[src/rtl/systolic_pkg.sv]
// +----------------------------------------------------------------------+
// | systolic_pkg: shared FSM state types and skew helper for the         |
// | ping-pong input controller.                                          |
// | Revision: 1.0                                                        |
// +----------------------------------------------------------------------+
`default_nettype none

package systolic_pkg;

  typedef enum logic [0:0] {
    W_IDLE = 1'b0,
    W_FILL = 1'b1
  } wr_state_e;

  typedef enum logic [0:0] {
    R_IDLE = 1'b0,
    R_RUN  = 1'b1
  } rd_state_e;

  // Row offset into the bank; wraps huge when t < row so one compare against len gates the row.
  function automatic int unsigned skew_offset(input int unsigned t, input int unsigned row);
    return t - row;
  endfunction

endpackage

`default_nettype wire

[src/rtl/skew_row_gen.sv]
// +----------------------------------------------------------------------+
// | skew_row_gen: read enable and address for one systolic row, delayed  |
// | by the row index.                                                    |
// | Revision: 1.0                                                        |
// +----------------------------------------------------------------------+
`default_nettype none

module skew_row_gen
  import systolic_pkg::*;
#(
  parameter int unsigned ROW = 0,
  parameter int unsigned AW  = 8,
  parameter int unsigned TW  = 10
) (
  input  logic          i_active,
  input  logic          i_bank,
  input  logic [TW-1:0] i_t,
  input  logic [AW:0]   i_len,
  output logic          o_rd_en,
  output logic [AW:0]   o_rd_addr
);

  logic [31:0] w_off;
  logic [31:0] w_len32;
  logic        w_hit;

  assign w_off     = skew_offset(32'(i_t), ROW);
  assign w_len32   = 32'(i_len);
  assign w_hit     = i_active && (w_off < w_len32);
  assign o_rd_en   = w_hit;
  assign o_rd_addr = w_hit ? {i_bank, AW'(w_off)} : '0;

endmodule

`default_nettype wire

[src/rtl/pingpong_input_ctrl.sv]
// +----------------------------------------------------------------------+
// | pingpong_input_ctrl: two-bank ping-pong buffer controller; fills one |
// | bank with row beats while draining the other with a systolic skew.   |
// | Revision: 1.0                                                        |
// +----------------------------------------------------------------------+
`default_nettype none

module pingpong_input_ctrl
  import systolic_pkg::*;
#(
  parameter int unsigned SYS_ROW = 16,
  parameter int unsigned DEPTH   = 256,
  parameter int unsigned AW      = $clog2(DEPTH)
) (
  input  logic                      clk,
  input  logic                      rstn,
  input  logic [AW:0]               num_row,
  input  logic                      wr_valid_in,
  output logic                      wr_ready,
  output logic [SYS_ROW-1:0]        wr_en,
  output logic [SYS_ROW-1:0][AW:0]  wr_addr,
  output logic                      wr_done,
  input  logic                      rd_start,
  output logic [SYS_ROW-1:0]        rd_en,
  output logic [SYS_ROW-1:0][AW:0]  rd_addr,
  output logic                      rd_busy,
  output logic                      rd_done,
  output logic [1:0]                bank_full
);

  localparam int unsigned c_tw      = $clog2(DEPTH + SYS_ROW) + 1;
  localparam logic [AW:0] c_len_max = (AW+1)'(DEPTH);

  wr_state_e         r_wstate, w_wstate_nxt;
  rd_state_e         r_rstate, w_rstate_nxt;
  logic              r_wbank, r_rbank;
  logic [AW-1:0]     r_wptr;
  logic [c_tw-1:0]   r_t;
  logic [AW:0]       r_len [2];
  logic [1:0]        r_full;
  logic              r_wr_done;

  logic [AW:0]       w_len_clamp;
  logic [AW:0]       w_wlen;
  logic [AW:0]       w_rd_len;
  logic              w_accept;
  logic              w_wlast;
  logic              w_rd_last;
  logic [1:0]        w_set;
  logic [1:0]        w_clr;

  // ---------------- write side ----------------
  assign w_len_clamp = (32'(num_row) > DEPTH) ? c_len_max : num_row;
  assign wr_ready    = ~r_full[r_wbank];
  // Gating with rstn keeps the write strobe low while reset is held.
  assign w_accept    = rstn && wr_valid_in && wr_ready &&
                       ((r_wstate == W_FILL) || (num_row != '0));
  assign w_wlen      = (r_wstate == W_IDLE) ? w_len_clamp : r_len[r_wbank];
  assign w_wlast     = w_accept && ({1'b0, r_wptr} == (w_wlen - (AW+1)'(1)));

  always_comb begin
    w_wstate_nxt = r_wstate;
    case (r_wstate)
      W_IDLE:  if (w_accept && !w_wlast) w_wstate_nxt = W_FILL;
      W_FILL:  if (w_wlast) w_wstate_nxt = W_IDLE;
      default: w_wstate_nxt = W_IDLE;
    endcase
  end

  always_ff @(posedge clk or negedge rstn) begin
    if (!rstn) begin
      r_wstate  <= W_IDLE;
      r_wbank   <= 1'b0;
      r_wptr    <= '0;
      r_wr_done <= 1'b0;
      r_len[0]  <= '0;
      r_len[1]  <= '0;
    end else begin
      r_wstate  <= w_wstate_nxt;
      r_wr_done <= w_wlast;
      if (w_accept) begin
        if (r_wstate == W_IDLE) r_len[r_wbank] <= w_len_clamp;
        r_wptr <= w_wlast ? '0 : r_wptr + AW'(1);
        if (w_wlast) r_wbank <= ~r_wbank;
      end
    end
  end

  assign wr_en   = {SYS_ROW{w_accept}};
  assign wr_done = r_wr_done;

  for (genvar r = 0; r < SYS_ROW; r++) begin : g_wr_addr
    assign wr_addr[r] = w_accept ? {r_wbank, r_wptr} : '0;
  end

  // ---------------- read side ----------------
  assign w_rd_len  = r_len[r_rbank];
  assign w_rd_last = (r_rstate == R_RUN) &&
                     (32'(r_t) == (32'(w_rd_len) + SYS_ROW - 32'd2));

  always_comb begin
    w_rstate_nxt = r_rstate;
    case (r_rstate)
      R_IDLE:  if (rd_start && r_full[r_rbank]) w_rstate_nxt = R_RUN;
      R_RUN:   if (w_rd_last) w_rstate_nxt = R_IDLE;
      default: w_rstate_nxt = R_IDLE;
    endcase
  end

  always_ff @(posedge clk or negedge rstn) begin
    if (!rstn) begin
      r_rstate <= R_IDLE;
      r_rbank  <= 1'b0;
      r_t      <= '0;
    end else begin
      r_rstate <= w_rstate_nxt;
      if (r_rstate == R_IDLE) begin
        r_t <= '0;
      end else if (w_rd_last) begin
        r_t     <= '0;
        r_rbank <= ~r_rbank;
      end else begin
        r_t <= r_t + c_tw'(1);
      end
    end
  end

  assign rd_busy = (r_rstate == R_RUN);
  assign rd_done = w_rd_last;

  for (genvar r = 0; r < SYS_ROW; r++) begin : g_row
    skew_row_gen #(
      .ROW (r),
      .AW  (AW),
      .TW  (c_tw)
    ) u_skew (
      .i_active  (rd_busy),
      .i_bank    (r_rbank),
      .i_t       (r_t),
      .i_len     (w_rd_len),
      .o_rd_en   (rd_en[r]),
      .o_rd_addr (rd_addr[r])
    );
  end

  // ---------------- bank full flags ----------------
  // Set and clear never hit the same bank: set needs it empty, clear needs it full.
  assign w_set = {w_wlast && r_wbank, w_wlast && !r_wbank};
  assign w_clr = {w_rd_last && r_rbank, w_rd_last && !r_rbank};

  always_ff @(posedge clk or negedge rstn) begin
    if (!rstn) begin
      r_full <= 2'b00;
    end else begin
      r_full <= (r_full | w_set) & ~w_clr;
    end
  end

  assign bank_full = r_full;

endmodule

`default_nettype wire

[config.mk]
export PLATFORM = sky130hd
export DESIGN_NAME = pingpong_input_ctrl
export DESIGN_NICKNAME = d
export VERILOG_FILES = /design/src/rtl/systolic_pkg.sv /design/src/rtl/skew_row_gen.sv /design/src/rtl/pingpong_input_ctrl.sv
export SDC_FILE = /design/constraint.sdc
export NUM_CORES = 1
export LEC_CHECK = 0
export CORE_AREA = 3 3 178 180
export DETAILED_ROUTE_END_ITERATION = 7
export DIE_AREA = 0 0 181 183
export PLACE_DENSITY = 0.69
export REMOVE_ABC_BUFFERS = 1
export SYNTH_ARGS = -nofsm -noshare
export SYNTH_HDL_FRONTEND = slang
export SYNTH_SLANG_ARGS = --single-unit
[constraint.sdc]
create_clock -name clk -period 5 [get_ports clk]
set_input_delay 0.5 -clock clk [delete_from_list [all_inputs] [get_ports clk]]
set_output_delay 0.5 -clock clk [all_outputs]
set_load 0.005 [all_outputs]
==> qor.yml, run 1 <==
run_status:
  status: "completed"
clocking:
  hold_buffers: 0
  clk_pin_slew_ns: 0.06
  cts_made_buffers: 5
  cts_root_buffer: "clkbuf_16"
  cts_resized: 0
  cts.sinks: 43
  post-cts-setup-buffers: 0
  htree_levels: 2
  clk_path_buf_depth: 2
  insertion_delay_ns: 0.29
  cts_tree: "yes"
timing:
  worstMarginPinSlew_ns: 0.973
  fmax_mhz: 213
  setup_tns_ns: 0
  report.final.slew_viol_count: 0
  fin_crit_sh: 0.940
  fin_crit_ns: 4.70
  hold_viol_final: 0
  setup-violations-final: 0
  rsz0062_at_grt: "false"
  fin_skew_ns: 0.00734
  setup_ws_ns: 0.302
  max_slew_margin: 0.349
worst_setup_path:
  crit_slowest_cell: "ha_1"
  cp_data_required_time_ns: 4.50
  cpPeakStageDelay_ns: 0.63
  rrSetupSlack_ns: 1.21
  r2r-end: "rd_busy"
  path_class: "register to primary output"
  arrival_ns: 4.20
  crit_path_cell_trace: "inv_1 > ha_1 > nand2_1 > xnor2_1 > ha_1 > a21o_1 > a211o_1 > nor3_1 > o21ai_1 > inv_1 > and2_1 > clkdlybuf4s50_1"
  worst-path-max-fanout: 14
  critPathLaunchType: "register"
  reg2reg_depth: 10
  endpoint_kind: "primary output"
  r2r_start: "r_rbank"
die:
  dieArea_sq_mm: 0.0331
  die_x_um: 181
  start_util: 0.298
  dieHeight_um: 183
  io-pin-count: 339
  core_sq_mm: 0.0303
  rows: 64
synthesis:
  synth_ff_type: "dfrtp_1"
  yosys_warnings: 0
  async_reset_ff_frac: 1.00
  yosys.area.top_type: "ha_1"
  avgSynthCellArea_sq_um: 7.75
  synth.distinct_cells: 63
  yosys.area.top_type_share: 0.179
  synth-edff-count: 0
  synthTopCellsByArea: "ha_1 18%, buf_4 14%, dfrtp_1 12%"
  synth_area_sq_mm: 0.00903
  postSynthCellCount: 1166
  ys_seq_area_frac: 0.119
  ys_ff_latch: 43
cells_and_area:
  nets: 1477
  layout_commonest_cell: "clkdlybuf4s50_1"
  antenna_cells: 0
  drive_gt1_frac: 0.0719
  final_cell_mix: "337 x clkdlybuf4s50_1, 129 x ha_1, 100 x nor2_1"
  fill_cells: 2996
  syn_to_final_growth_pct: 32.6
run:
  drv_cap: 0
power_and_ir_drop:
  ir_drop_v: 0.000252
  p_leak_nw: 5.14
  p_per_area_mw_per_mm2: 672
routing:
  finalWirelength_um: 33700
  ant_nets: 0
  remaining_drc_errors: 0
  num_vias: 8852
  drtIter0Drc: 631
  avgViaCountPerCell: 5.11
  routedWlPerCell_um: 19.5
  firstDrtPassIters: 5
worst_hold_path:
  hold_class: "input pin to asynchronous set/reset pin"
global_routing:
  antenna_found_initial: 1
  grt.total_usage: 0.192
  grt_max_degree: 44
  grt_pass1_vias: 8824
  overflow: 0
  grt_pass1_wl_um: 51100
place:
  place_ws_ns: 0.505
  gp_congestion: 0.955
  io_buffers: 338
  dp_hpwl_um: 26500
==> sequential cells by signal, indices dropped and copies added, names as in the netlist, named ones only <==
signal	flops
r_len	18
r_t	10
r_wptr	8
bank_full	2
r_rbank	1
r_wbank	1
rd_busy	1
wr_done	1
==> critical path, delay by kind of cell, from the launching register on <==
family | cells | cell delay [ns]
AND/OR/NAND/NOR | 3 | 0.46
flip-flops | 1 | 0.38
XOR/XNOR | 1 | 0.40
adder cells (fa/ha/maj) | 2 | 0.96
AO/OA/AOI/OAI | 3 | 0.70
buffers and inverters | 3 | 1.01
==> metrics by stage <==
| stage | utilization | total power [mW] | std cells | area (sq um) | hold WS [ns] |
|---|---|---|---|---|---|
| 6_report | 0.395 | 8.05 | 1732 | 12000 | 0.336 |
| 2_1_floorplan | - | 4.89 | 952 | 7590 | 0.204 |
| 5_1_grt | 0.395 | 8.87 | 1732 | 12000 | 0.394 |
| 3_5_place_dp | 0.388 | 7.54 | 1724 | 11800 | 0.512 |
| 3_3_place_gp | 0.388 | 7.36 | 1724 | 11800 | 0.511 |
| 4_1_cts | 0.394 | 8.02 | 1732 | 12000 | 0.356 |
==> layer usage <==
metal / GRT usage / part of all wire
met1: 0.248 / 0.42
met2: 0.327 / 0.47
met3: 0.0393 / 0.085
met4: 0.0497 / 0.021
met5: 0 / 0
==> area by class of cell <==
type,instances,area [sq um],area share
multi-input cells,857,6350,0.531
repair buffers,376,3660,0.306
flip-flops and latches,43,1080,0.0899
well taps,396,495,0.0414
inverters,52,195,0.0163
clock buffers,6,129,0.0108
clock inverters,2,60.1,0.00502
==> where the power goes <==
group          internal, mW  total (mW)  switching (mW)
Clock                 0.286       0.422           0.136
Sequential            0.456       0.593           0.137
Combinational          3.15        7.04            3.89
Total                  3.89        8.05            4.16
==> synthesized netlist by cell type, drive strengths merged (7+ instances only) <==
master and number:
a211oi 9, a21boi 11, a21o 30, a21oi 37, a31oi 8, and2 26
and3 9, buf 183, clkbuf 31, dfrtp 43, ha 129, inv 51
mux2 31, mux2i 16, nand2 84, nand3 26, nor2 100, nor2b 37
nor3 39, nor3b 23, nor4 7, o21a 20, o21ai 28, xnor2 85
xor2 35
==> worst max path at each step <==
stage | end | slack [ns] | start | cells after the start
floorplan | rd_addr[121] | 1.08 | r_t[4] | 11
global route | rd_addr[121] | 0.006 | r_t[1] | 13
detailed placement | rd_addr[69] | 0.51 | r_t[1] | 14
finish | rd_addr[79] | 0.30 | r_t[3] | 12
global placement | rd_addr[69] | 0.49 | r_t[1] | 14
CTS | rd_addr[69] | 0.18 | r_t[1] | 14
==> logic make-up after synthesis <==
logic type	after synthesis	synth area share
compound gates	179	0.135
xor+xnor	120	0.116
mux	47	0.0576
buf+inv	266	0.181
flops	43	0.119
simple gates	382	0.212
fa+ha+maj	129	0.179
No activity file was read; power rests on OpenSTA's default activity.
==> inputs of run 2 (changes only) <==
--- a/config.mk
+++ b/config.mk
@@ -5,10 +5,10 @@
 export SDC_FILE = /design/constraint.sdc
 export NUM_CORES = 1
 export LEC_CHECK = 0
-export CORE_AREA = 3 3 178 180
+export CORE_AREA = 3 3 143 145
 export DETAILED_ROUTE_END_ITERATION = 7
-export DIE_AREA = 0 0 181 183
-export PLACE_DENSITY = 0.69
+export DIE_AREA = 0 0 146 148
+export PLACE_DENSITY = 0.95
 export REMOVE_ABC_BUFFERS = 1
 export SYNTH_ARGS = -nofsm -noshare
 export SYNTH_HDL_FRONTEND = slang
==> run 2 against run 1 <==
Net effect: die area is 35% lower; utilization rose by 21 points; final area is 2.0% lower; largest cell class unchanged; clock skew fell by 0.0015 ns; combinational power down 1%; critical path depth is the same; highest routed layer is now met5; register-to-register slack got worse by 0.02 ns; count of clock-buffer cells in the layout stayed put; final cell count decreased by 7.7%.
==> qor.yml, run 2 (synthesis results as in run 1) <==
power_and_ir_drop:
  p_per_area_mw_per_mm2: 674
  p_leak_nw: 5.10
  ir_drop_v: 0.000266
timing:
  max_slew_margin: 0.260
  setup_tns_ns: 0
  setup-violations-final: 0
  rsz0062_at_grt: "false"
  worstMarginPinSlew_ns: 1.11
  fin_crit_sh: 0.955
  fin_skew_ns: 0.00579
  setup_ws_ns: 0.226
  fin_crit_ns: 4.77
  fmax_mhz: 209
  report.final.slew_viol_count: 0
  hold_viol_final: 0
worst_setup_path:
  endpoint_kind: "primary output"
  worst-path-max-fanout: 10
  arrival_ns: 4.27
  critPathLaunchType: "register"
  path_class: "register to primary output"
  r2r_start: "r_wbank"
  cp_data_required_time_ns: 4.50
  startpoint: "r_t[2]"
routing:
  num_vias: 9088
  firstDrtPassIters: 7
  top_layer_used: "met5"
  wl_met3_um: 3720
  met1Wirelength_um: 11800
  avgViaCountPerCell: 5.68
  remaining_drc_errors: 0
  routedWlPerCell_um: 20.0
  drtIter0Drc: 847
  met2_length_um: 15300
  ant_nets: 0
  finalWirelength_um: 32000
die:
  dieHeight_um: 148
  start_util: 0.467
  rows: 51
  io-pin-count: 339
  die_x_um: 146
  dieArea_sq_mm: 0.0216
  core_sq_mm: 0.0193
cells_and_area:
  drive_gt1_frac: 0.0697
  syn_to_final_growth_pct: 29.9
  reg.largest.list: "r_len x18, r_t x10, r_wptr x8"
  largest_reg_flops: 18
  nets: 1475
  antenna_cells: 0
  final_cell_mix: "337 x clkdlybuf4s50_1, 129 x ha_1, 100 x nor2_1"
  layout_commonest_cell: "clkdlybuf4s50_1"
  fill_cells: 1610
  top_register: "r_len"
place:
  io_buffers: 338
  place_ws_ns: 0.607
  dp_hpwl_um: 24800
  gp_congestion: 1.02
clocking:
  cts.sinks: 43
  cts_made_buffers: 5
  cts_root_buffer: "clkbuf_16"
  htree_levels: 2
  cts_tree: "yes"
  post-cts-setup-buffers: 0
  insertion_delay_ns: 0.28
  clk_path_buf_depth: 2
  clk_pin_slew_ns: 0.06
global_routing:
  antenna_found_initial: 2
  grt_max_degree: 44
  grt_pass1_wl_um: 49700
  grt.total_usage: 0.280
  overflow: 0
  grt_pass1_vias: 9002
worst_hold_path:
  hold_class: "input pin to asynchronous set/reset pin"
run:
  drv_cap: 0
run_status:
  status: "completed"
-- run 2: per-stage QoR --
stage               power [mW]  area [sq um]  utilization  hold WS, ns  std cells
global placement          7.16         11600        0.599        0.504       1591
CTS                       7.80         11700        0.606        0.368       1599
detailed placement        7.44         11600        0.599        0.517       1591
finish                    7.91         11700        0.607        0.356       1599
floorplan                 4.89          7590            -        0.204        952
global route              8.63         11700        0.607        0.397       1599
-- run 2: power by group --
part / internal (mW) / leakage [nW] / switching (mW)
logic: 3.13 / 4.47 / 3.82
registers: 0.456 / 0.562 / 0.190
clock network: 0.184 / 0.0669 / 0.135
total: 3.77 / 5.10 / 4.14
-- run 2: worst paths after layout --
path / end / slack (ns) / cells after the start
min reg2reg: r_len[6] / 0.54 / 2
max reg2reg: r_len[7] / 1.19 / 7
min: r_len[5] / 0.36 / 2
max in group asynchronous: r_rbank / 4.23 / 2
min in group clk: r_len[6] / 0.54 / 2
max: rd_addr[14] / 0.23 / 12
-- run 2: layer usage --
metal  track usage  vias up
met4        0.0917        4
met2         0.494      606
met3        0.0776      128
met5             0        -
met1         0.330     4192
li1              -     4158
-- run 2: critical path: stages, from the launching register on --
cell             delay (ns)
dfrtp_1                0.52
inv_1                  0.30
ha_1                   0.27
a21bo_2                0.28
nand2_1                0.19
nand3_1                0.12
xnor2_1                0.22
ha_1                   0.30
a21o_1                 0.18
a2111oi_0              0.47
o21ai_1                0.37
nor2b_1                0.24
clkdlybuf4s50_1        0.53
-- run 2: what timing repair did --
item | CTS | global route
hold buffers | 0 | 0
gates resized for setup | 0 | 2
endpoints found under the hold margin | 0 | 0
setup endpoints to repair | 0 | 6
-- run 2: layout make-up --
cell class	instances	area, sq um	share of cell area
Multi-Input combinational cell	857	6340	0.540
Timing Repair Buffer	374	3650	0.311
Sequential cell	43	1080	0.0918
Tap cell	265	332	0.0283
Inverter	52	195	0.0166
Clock buffer	6	129	0.0110
Clock inverter	2	12.5	0.00107
==> inputs of run 3 (changes only) <==
--- a/config.mk
+++ b/config.mk
@@ -10,6 +10,8 @@
 export DIE_AREA = 0 0 146 148
 export PLACE_DENSITY = 0.95
 export REMOVE_ABC_BUFFERS = 1
+export SKIP_LAST_GASP = 1
+export SLEW_MARGIN = 5
 export SYNTH_ARGS = -nofsm -noshare
 export SYNTH_HDL_FRONTEND = slang
 export SYNTH_SLANG_ARGS = --single-unit
==> results of run 3 <==
No change in the layout: final DEF, timing and power equal those of run 2.
